**config.mk**
```make
export PLATFORM = sky130hd
export DESIGN_NAME = pc_unit
export DESIGN_NICKNAME = d
export VERILOG_FILES = /design/src/rtl/pc_unit.sv
export SDC_FILE = /design/constraint.sdc
export NUM_CORES = 1
export LEC_CHECK = 0
export CORE_UTILIZATION = 40
export CTS_CLUSTER_SIZE = 12
export DETAILED_ROUTE_END_ITERATION = 12
export PLACE_DENSITY = 0.69
export SLEW_MARGIN = 10
export SYNTH_ARGS = -nofsm -noshare
export SYNTH_HDL_FRONTEND = slang
export SYNTH_SLANG_ARGS = --single-unit
```
**constraint.sdc**
```tcl
create_clock -name CLK -period 4.96 [get_ports CLK]
set_clock_uncertainty 0.05 [all_clocks]
set_input_delay 0.744 -clock CLK [delete_from_list [all_inputs] [get_ports CLK]]
set_output_delay 0.744 -clock CLK [all_outputs]
set_load 0.005 [all_outputs]
```
**src/rtl/pc_unit.sv**
```systemverilog
// Program counter with conditional branch, register jump and an optional
// circular return-address stack (compiled in with `define PC_UNIT_RAS_EN).
module pc_unit #(
  parameter int                  PC_WIDTH     = 32,
  parameter int                  OFFSET_WIDTH = 8,
  parameter logic [PC_WIDTH-1:0] RESET_VECTOR = '0,
  parameter int                  RAS_DEPTH    = 4
) (
  input  logic                    CLK,
  input  logic                    RESET,
  input  logic                    BUSYWAIT,
  input  logic [2:0]              BJCTRL,
  input  logic                    ZERO,
  input  logic                    SIGN,
  input  logic [OFFSET_WIDTH-1:0] OFFSET,
  input  logic [PC_WIDTH-1:0]     REGTARGET,
  output logic [PC_WIDTH-1:0]     PC,
  output logic [PC_WIDTH-1:0]     PC_PLUS4,
  output logic                    TAKEN,
  output logic                    RAS_ERR
);

  localparam logic [2:0] F_NORM = 3'b000;
  localparam logic [2:0] F_J    = 3'b001;
  localparam logic [2:0] F_BEQ  = 3'b010;
  localparam logic [2:0] F_BNE  = 3'b011;
  localparam logic [2:0] F_BLT  = 3'b100;
  localparam logic [2:0] F_JR   = 3'b101;
  localparam logic [2:0] F_CALL = 3'b110;
  localparam logic [2:0] F_RET  = 3'b111;

  logic [PC_WIDTH-1:0] pc_q, pc_d;
  logic [PC_WIDTH-1:0] target;
  logic [PC_WIDTH-1:0] next_pc;
  logic [PC_WIDTH-1:0] off_ext;
  logic                taken;

  // Word offset: sign-extend, then scale to bytes.
  assign off_ext  = {{(PC_WIDTH-OFFSET_WIDTH-2){OFFSET[OFFSET_WIDTH-1]}}, OFFSET, 2'b00};
  assign PC       = pc_q;
  assign PC_PLUS4 = pc_q + PC_WIDTH'(4);
  assign target   = PC_PLUS4 + off_ext;
  assign TAKEN    = taken;

`ifdef PC_UNIT_RAS_EN
  localparam int PTR_W = $clog2(RAS_DEPTH);
  localparam int CNT_W = $clog2(RAS_DEPTH + 1);

  logic [PC_WIDTH-1:0] ras_mem_q [RAS_DEPTH];
  logic [PC_WIDTH-1:0] ras_mem_d [RAS_DEPTH];
  logic [PTR_W-1:0]    ras_ptr_q, ras_ptr_d, ras_top;
  logic [CNT_W-1:0]    ras_cnt_q, ras_cnt_d;
  logic                ras_err_q, ras_err_d;
  logic                ras_empty, ras_full;
  logic                do_call, do_ret;

  // ras_ptr_q is the next free slot; the newest entry sits one below it.
  assign ras_top   = ras_ptr_q - PTR_W'(1);
  assign ras_empty = (ras_cnt_q == '0);
  assign ras_full  = (ras_cnt_q == CNT_W'(RAS_DEPTH));
  assign RAS_ERR   = ras_err_q;
`else
  assign RAS_ERR   = 1'b0;
`endif

  always_comb begin
    taken   = 1'b0;
    next_pc = PC_PLUS4;
`ifdef PC_UNIT_RAS_EN
    do_call = 1'b0;
    do_ret  = 1'b0;
`endif
    case (BJCTRL)
      F_NORM: taken = 1'b0;
      F_J:    taken = 1'b1;
      F_BEQ:  taken = ZERO;
      F_BNE:  taken = ~ZERO;
      F_BLT:  taken = SIGN;
      F_JR:   taken = 1'b1;
      F_CALL: begin
        taken = 1'b1;
`ifdef PC_UNIT_RAS_EN
        do_call = 1'b1;
`endif
      end
      F_RET: begin
`ifdef PC_UNIT_RAS_EN
        do_ret = 1'b1;
        taken  = ~ras_empty;
`else
        taken  = 1'b0;
`endif
      end
      default: taken = 1'b0;
    endcase

    if (BJCTRL == F_JR)
      next_pc = REGTARGET;
`ifdef PC_UNIT_RAS_EN
    else if (BJCTRL == F_RET && taken)
      next_pc = ras_mem_q[ras_top];
`endif
    else if (taken)
      next_pc = target;
  end

  assign pc_d = BUSYWAIT ? pc_q : next_pc;

  always_ff @(posedge CLK or posedge RESET) begin
    if (RESET) pc_q <= RESET_VECTOR;
    else       pc_q <= pc_d;
  end

`ifdef PC_UNIT_RAS_EN
  always_comb begin
    ras_mem_d = ras_mem_q;
    ras_ptr_d = ras_ptr_q;
    ras_cnt_d = ras_cnt_q;
    ras_err_d = ras_err_q;
    if (!BUSYWAIT) begin
      if (do_call) begin
        // When full, the slot at the pointer holds the oldest entry.
        ras_mem_d[ras_ptr_q] = PC_PLUS4;
        ras_ptr_d            = ras_ptr_q + PTR_W'(1);
        if (!ras_full) ras_cnt_d = ras_cnt_q + CNT_W'(1);
      end else if (do_ret) begin
        if (ras_empty) begin
          ras_err_d = 1'b1;
        end else begin
          ras_ptr_d = ras_top;
          ras_cnt_d = ras_cnt_q - CNT_W'(1);
        end
      end
    end
  end

  always_ff @(posedge CLK or posedge RESET) begin
    if (RESET) begin
      ras_ptr_q <= '0;
      ras_cnt_q <= '0;
      ras_err_q <= 1'b0;
    end else begin
      ras_ptr_q <= ras_ptr_d;
      ras_cnt_q <= ras_cnt_d;
      ras_err_q <= ras_err_d;
    end
  end

  // Entries are only reachable through the count, so storage needs no reset.
  always_ff @(posedge CLK) begin
    ras_mem_q <= ras_mem_d;
  end
`endif

endmodule
```
==> results of run 1 <==
-- cell families (layout without fill, tap and decap cells) --
group / Yosys count / after routing / synth area share
buf+inv: 40 / 142 / 0.0442
flops: 32 / 32 / 0.208
xor+xnor: 53 / 53 / 0.125
mux: 4 / 4 / 0.0110
fa+ha+maj: 37 / 37 / 0.122
other cells: 1 / 1 / 0.000973
compound gates: 161 / 161 / 0.290
simple gates: 166 / 166 / 0.198
-- power by group through the flow --
| stage | clock [µW] | combinational, µW | sequential (µW) |
|---|---|---|---|
| after detailed placement | 0 | 2070 | 550 |
| final | 261 | 2080 | 549 |
| after CTS | 269 | 2080 | 546 |
| after global routing | 280 | 2290 | 565 |
| after floorplan | 0 | 1300 | 511 |
| after global placement | 0 | 2060 | 546 |
-- cell usage in the layout, fill, tap and decap left out, drive strengths merged, types with 3 or more instances in the layout --
cell type,instances
nand4,10
ha,36
a31oi,5
xor2,15
and2,4
a211oi,12
inv,16
clkbuf,6
nand2,59
nor3b,3
a21o,20
o21ai,30
or2,3
nand3,11
and3,10
o31ai,7
o211ai,12
a22oi,5
nor2,49
a21oi,38
a221oi,3
xnor2,38
o21bai,10
dfrtp,32
clkdlybuf4s50,111
buf,7
nor3,10
-- stage by stage --
stage                     utilization  total power, µW
after CTS                       0.557             2890
after floorplan                     -             1810
final                           0.557             2890
after global placement          0.546             2600
after global routing            0.557             3140
after detailed placement        0.546             2620
-- layout make-up --
class | count | area [µm²]
Sequential cell | 32 | 801
Inverter | 16 | 60.1
Clock inverter | 2 | 35.0
Timing Repair Buffer | 118 | 1160
Fill cell | 905 | 4110
Multi-Input combinational cell | 422 | 2880
Clock buffer | 6 | 72.6
Tap cell | 129 | 161
-- Yosys cell counts (11+ instances only) --
library cell,number,area share
sky130_fd_sc_hd__ha_1,36,0.12
sky130_fd_sc_hd__dfrtp_1,32,0.21
sky130_fd_sc_hd__inv_1,16,0.016
sky130_fd_sc_hd__nand3_1,11,0.014
sky130_fd_sc_hd__nand2_1,59,0.057
sky130_fd_sc_hd__o211ai_1,12,0.023
sky130_fd_sc_hd__xnor2_1,37,0.084
sky130_fd_sc_hd__o21ai_0,22,0.029
sky130_fd_sc_hd__a21oi_1,37,0.048
sky130_fd_sc_hd__clkbuf_1,13,0.013
sky130_fd_sc_hd__a21o_1,20,0.039
sky130_fd_sc_hd__nor2_1,46,0.045
sky130_fd_sc_hd__xor2_1,15,0.034
-- worst max-delay path by stage --
stage	start	endpoint	slack, ns	cells past startpoint
3_5_place_dp	PC[2]$_DFFE_PP0N_	PC[31]$_DFFE_PP0N_	0.76	16
4_1_cts	PC[2]$_DFFE_PP0N_	PC[31]$_DFFE_PP0N_	0.72	16
6_report	PC[2]$_DFFE_PP0N_	PC[31]$_DFFE_PP0N_	0.67	16
5_1_grt	PC[2]$_DFFE_PP0N_	PC[31]$_DFFE_PP0N_	0.31	16
3_3_place_gp	PC[2]$_DFFE_PP0N_	PC[31]$_DFFE_PP0N_	0.90	16
2_1_floorplan	PC[2]$_DFFE_PP0N_	PC[29]$_DFFE_PP0N_	1.29	17
-- layer usage --
layer / vias up / share of wire / global-route usage
met5: - / 0 / 0
met4: 0 / 0.012 / 0.0669
met3: 11 / 0.054 / 0.0362
met2: 114 / 0.46 / 0.398
met1: 1896 / 0.48 / 0.348
li1: 1999 / - / -
-- worst max-delay path, cell delays in order, from the launching register on --
cell and delay, ns:
sky130_fd_sc_hd__dfrtp_1 0.47, sky130_fd_sc_hd__ha_1 0.23, sky130_fd_sc_hd__nand3_1 0.16, sky130_fd_sc_hd__nor2_2 0.23, sky130_fd_sc_hd__and3_1 0.32, sky130_fd_sc_hd__and2_1 0.24, sky130_fd_sc_hd__nand2_1 0.09, sky130_fd_sc_hd__xnor2_1 0.17
sky130_fd_sc_hd__ha_1 0.45, sky130_fd_sc_hd__nand4_1 0.16, sky130_fd_sc_hd__or3_1 0.38, sky130_fd_sc_hd__nor3_2 0.20, sky130_fd_sc_hd__o2111ai_1 0.22, sky130_fd_sc_hd__a2111o_1 0.47, sky130_fd_sc_hd__o21ai_2 0.08, sky130_fd_sc_hd__xnor2_1 0.13
sky130_fd_sc_hd__a21oi_1 0.08
==> impl_summary.log, run 1 <==
[metrics] Setup Viol. Count Final: 0
[metrics] worst slew pin tran: 1.00 ns
[metrics] CP max FO: 7
[metrics] Detail Route Antenna Nets: 0
[metrics] Post-Syn Area per Cell: 7.80 µm²
[metrics] Max rail drop VDD: 0.279 mV
[metrics] cell at the root of the clock tree: sky130_fd_sc_hd__clkbuf_8
[metrics] wire length of the first global-routing pass: 19600 µm
[metrics] ANT cells: 0
[metrics] routed length per instance: 17.0 µm
[metrics] die height: 100 µm
[metrics] Combinational Power Share: 0.720
[metrics] power density of the placed cells: 559 nW/µm²
[metrics] data arrival at the endpoint of the critical path: 4.37 ns
[metrics] starting density of the core: 0.415
[metrics] required time at the worst-slack endpoint: 5.04 ns
[metrics] number of buffers created by CTS: 5
[metrics] category of the most critical setup path: register to register
[metrics] capturing element type of the critical path: register
[metrics] final critical-path required period: 4.29 ns
[metrics] Crit Reg-Reg Endpoint: PC[31]$_DFFE_PP0N_
[metrics] nets in the synthesized netlist: 579
[metrics] count of cell types in the netlist: 60
[metrics] NetSw: 1300 µW
[metrics] Non-Filler Cell Area, Final: between 5000 and 6000 µm²
[metrics] register bit total from synthesis: 32
[metrics] sequential fraction of the synthesis area: 0.208
[metrics] result of the run: complete, no violations
[metrics] Final HPWL DP: 9280 µm
[metrics] Critical R2R Launch: PC[2]$_DFFE_PP0N_
[metrics] H-tree levels: 2
[metrics] number of cells after detailed placement: around 720
[metrics] Clock Latency Late Sink: 0.29 ns
[metrics] hold buffer count at CTS: 0
[metrics] maximum clock insertion buffer count: 2
[metrics] gpl congestion: 0.919
[metrics] pin count of the biggest net entering global routing: 38
[metrics] buffer count from post-CTS setup fixing: 0
[metrics] class of the tightest hold or removal check: register to register
[metrics] max FFs per register: 32
[metrics] placeable core area: 9280 µm²
[metrics] Final #Nets: 680
[metrics] final worst hold slack: a little under 0.5 ns
[metrics] switching share of total power: 0.449
[metrics] count of TritonRoute iterations in the first routing pass: 4
[metrics] share of total power in sequential cells: 0.190
[metrics] Gate Count Post-Synth: roughly 500
[metrics] total global routing track utilization: 0.248
[metrics] RSZ-0062 raised after global routing: false
[metrics] fraction of final layout cells sized beyond drive strength 1: 0.0587
[metrics] worst slack at placement: 0.756 ns
[metrics] maximum clock rate: 233 MHz
[metrics] global route overflow: 0
[metrics] standard cell area after detailed placement: 5060 µm²
[metrics] DRC errors left: 0
[metrics] count of flip-flops with a built-in enable after synthesis: 0
[metrics] Final Cycle Share: 0.864
[metrics] Finished Layout Cells: 725
[metrics] CTS sink cnt: 32
[metrics] TritonCTS clock tree: yes
[metrics] main flop type after synthesis: sky130_fd_sc_hd__dfrtp_1
[metrics] violation count after the first detailed-routing iteration: 183
[metrics] Rows: 35
[metrics] die area: 10000 µm²
[metrics] maximum capacitance violations: 0
[metrics] mapped cell area: 3850 µm²
[metrics] number of antenna violations at the first check in global routing: 0
[metrics] vias in the first global route: 3788
[metrics] static leakage: 0.00219 µW
[metrics] number of buffer cells added on primary ports: 112
[metrics] number of cells on the worst hold path: 1
[metrics] FFs w/ async S/R, synth: 1.00
[metrics] clock power share: 0.090
[metrics] HP Start: PC[1]$_DFFE_PP0P_
[metrics] R2R Setup Slk: 0.67 ns
[metrics] final hold vios: 0
[metrics] Yosys warning count: 0
[metrics] Int Power: around 1600 µW
[metrics] layout overhead on the synthesized area: 34.3%
[metrics] Reg2Reg Depth: 16
[metrics] critical path startpoint category: register
[metrics] endpoint of the worst hold-timing path: PC[1]$_DFFE_PP0P_
[metrics] Slew Limit Headroom: 0.331
[metrics] least setup slack across all paths after layout: ~0.67 ns
[metrics] clock-pin slew on the worst setup and hold paths: roughly 0.080 ns
[metrics] routed vias: 4020
[metrics] detailed-route vias per instance: 5.54
[metrics] post-CTS sizing: 0
[metrics] wire length after detailed routing: 12400 µm
[metrics] Max Slew Vio Count: 0
[metrics] total I/O pin count: 114
[metrics] width of the chip: 100 µm
[metrics] sum of negative setup slack: 0 ns
Note: power is estimated with default switching activity, not from simulation.
==> run 2: changes to the inputs <==
- CORE_UTILIZATION: 40 -> 49
- GPL_TIMING_DRIVEN: not set -> 0
- PLACE_DENSITY: 0.69 -> 0.83
==> impl_summary.log, run 2 (synthesis results as in run 1) <==
[metrics] Max Slew Vio Count: 0
[metrics] layout overhead on the synthesized area: 34.7%
[metrics] Rows: 31
[metrics] number of buffers created by CTS: 5
[metrics] routed vias: 4360
[metrics] detailed-route vias per instance: 6.12
[metrics] hold buffer count at CTS: 0
[metrics] number of buffer cells added on primary ports: around 110
[metrics] maximum clock insertion buffer count: 2
[metrics] critical path startpoint category: register
[metrics] power density of the placed cells: 560 nW/µm²
[metrics] wire length of the first global-routing pass: approximately 21000 µm
[metrics] static leakage: 0.00220 µW
[metrics] H-tree levels: 2
[metrics] Reg2Reg Depth: 17
[metrics] global route overflow: 0
[metrics] final hold vios: 0
[metrics] Finished Layout Cells: 712
[metrics] maximum clock rate: 223 MHz
[metrics] Detail Route Antenna Nets: 0
[metrics] violation count after the first detailed-routing iteration: 343
[metrics] number of cells on the worst hold path: 2
[metrics] CTS sink cnt: 32
[metrics] cell at the root of the clock tree: sky130_fd_sc_hd__clkbuf_8
[metrics] max FFs per register: 32
[metrics] Slew Limit Headroom: 0.423
[metrics] category of the most critical setup path: register to register
[metrics] width of the chip: 90.7 µm
[metrics] Setup Viol. Count Final: 0
[metrics] Final Cycle Share: 0.904
[metrics] Max rail drop VDD: 0.293 mV
[metrics] sum of negative setup slack: 0 ns
[metrics] worst slew pin tran: 0.863 ns
[metrics] CP max FO: 7
[metrics] gpl congestion: around 0.97
[metrics] buffer count from post-CTS setup fixing: 0
[metrics] number of fill cells in the layout: 617
[metrics] pin count of the biggest net entering global routing: 33
[metrics] starting density of the core: 0.520
[metrics] vias in the first global route: between 4k and 5k
[metrics] Non-Filler Cell Area, Final: 5190 µm²
[metrics] most frequent standard cell in the layout excluding fill and tap cells: sky130_fd_sc_hd__clkdlybuf4s50_1
[metrics] TritonCTS clock tree: yes
[metrics] die height: 90.7 µm
[metrics] number of cells after detailed placement: between 700 and 800
[metrics] total I/O pin count: 114
[metrics] fraction of final layout cells sized beyond drive strength 1: 0.0587
[metrics] Final HPWL DP: 10100 µm
[metrics] die area: between 8000 and 9000 µm²
[metrics] maximum capacitance violations: 0
[metrics] routed length per instance: around 18 µm
[metrics] total global routing track utilization: 0.321
[metrics] ANT cells: 0
[metrics] Clock Latency Late Sink: 0.29 ns
[metrics] clock-pin slew on the worst setup and hold paths: 0.07 ns
[metrics] number of antenna violations at the first check in global routing: 0
[metrics] capturing element type of the critical path: register
[metrics] data arrival at the endpoint of the critical path: 4.57 ns
[metrics] wire length after detailed routing: 13100 µm
[metrics] final critical-path required period: 4.49 ns
[metrics] RSZ-0062 raised after global routing: false
[metrics] class of the tightest hold or removal check: register to register
[metrics] count of TritonRoute iterations in the first routing pass: 5
[metrics] result of the run: complete, no violations
[metrics] DRC errors left: 0
[metrics] multi-input combinational cell area: a little under 3000 µm²
[metrics] Final #Nets: 698
[metrics] placeable core area: 7410 µm²
[metrics] R2R Setup Slk: 0.47 ns
[metrics] commonest non-fill, non-tap cells in the layout: sky130_fd_sc_hd__clkdlybuf4s50_1, sky130_fd_sc_hd__nand2_1, sky130_fd_sc_hd__nor2_1
[metrics] standard cell area after detailed placement: 5100 µm²
[metrics] sequential cell area in the final layout: 801 µm²
[metrics] required time at the worst-slack endpoint: just over 5 ns
[metrics] post-CTS sizing: 0
==> run 2: path summary, 6_finish.rpt <==
path	startpoint	to
setup reg to reg	PC[2]$_DFFE_PP0N_	PC[31]$_DFFE_PP0N_
hold / removal	PC[11]$_DFFE_PP0N_	PC[11]$_DFFE_PP0N_
setup / recovery	PC[2]$_DFFE_PP0N_	PC[31]$_DFFE_PP0N_
max in group asynchronous	RESET	PC[15]$_DFFE_PP0N_
hold reg to reg	PC[11]$_DFFE_PP0N_	PC[11]$_DFFE_PP0N_
min in group asynchronous	RESET	PC[2]$_DFFE_PP0N_
==> run 2: where the power goes <==
group | internal [µW] | switching (µW) | leakage (µW)
Combinational | 1080 | 1060 | 0.00177
Sequential | 370 | 167 | 0.000380
Clock | 124 | 106 | 0.0000503
Total | 1580 | 1330 | 0.00220
==> run 2: critical path: stages, from the launching register on <==
cell and delay (ns):
sky130_fd_sc_hd__dfrtp_1 0.47, sky130_fd_sc_hd__ha_1 0.22, sky130_fd_sc_hd__nand3_1 0.18, sky130_fd_sc_hd__nor2_2 0.27, sky130_fd_sc_hd__and3_1 0.19, sky130_fd_sc_hd__buf_4 0.14
sky130_fd_sc_hd__nand3_1 0.10, sky130_fd_sc_hd__xnor2_1 0.36, sky130_fd_sc_hd__ha_1 0.39, sky130_fd_sc_hd__a21o_1 0.20, sky130_fd_sc_hd__a21o_1 0.21, sky130_fd_sc_hd__a2111oi_1 0.40
sky130_fd_sc_hd__o22ai_1 0.21, sky130_fd_sc_hd__o2111ai_1 0.36, sky130_fd_sc_hd__a21oi_1 0.15, sky130_fd_sc_hd__o21ai_2 0.20, sky130_fd_sc_hd__xnor2_1 0.13, sky130_fd_sc_hd__a21oi_1 0.08
==> run 2: area by class of cell <==
type,count,area share
Tap cell,99,0.0239
Multi-Input combinational cell,422,0.555
Clock buffer,7,0.0186
Inverter,16,0.0116
Buffer,24,0.0212
Timing Repair Buffer,112,0.215
Sequential cell,32,0.154
==> run 2: metal layers <==
layer | wire [µm] | part of all wire | track usage | vias to the layer above
met4 | 359 | 0.027 | 0.118 | 0
met5 | 0 | 0 | 0 | -
li1 | - | - | - | 2029
met1 | 5390 | 0.41 | 0.429 | 2037
met3 | 1230 | 0.094 | 0.0455 | 32
met2 | 6110 | 0.47 | 0.525 | 262
==> run 2: through the flow <==
| stage | setup WS (ns) | power, µW | hold slack [ns] | util |
|---|---|---|---|---|
| final | 0.475 | 2910 | 0.491 | 0.700 |
| after global routing | 0.331 | 3120 | 0.522 | 0.700 |
| after detailed placement | 0.236 | 2630 | 0.477 | 0.688 |
| after CTS | 0.536 | 2870 | 0.488 | 0.701 |
| after global placement | 0.357 | 2570 | 0.467 | 0.688 |
| after floorplan | 1.29 | 1810 | 0.467 | - |
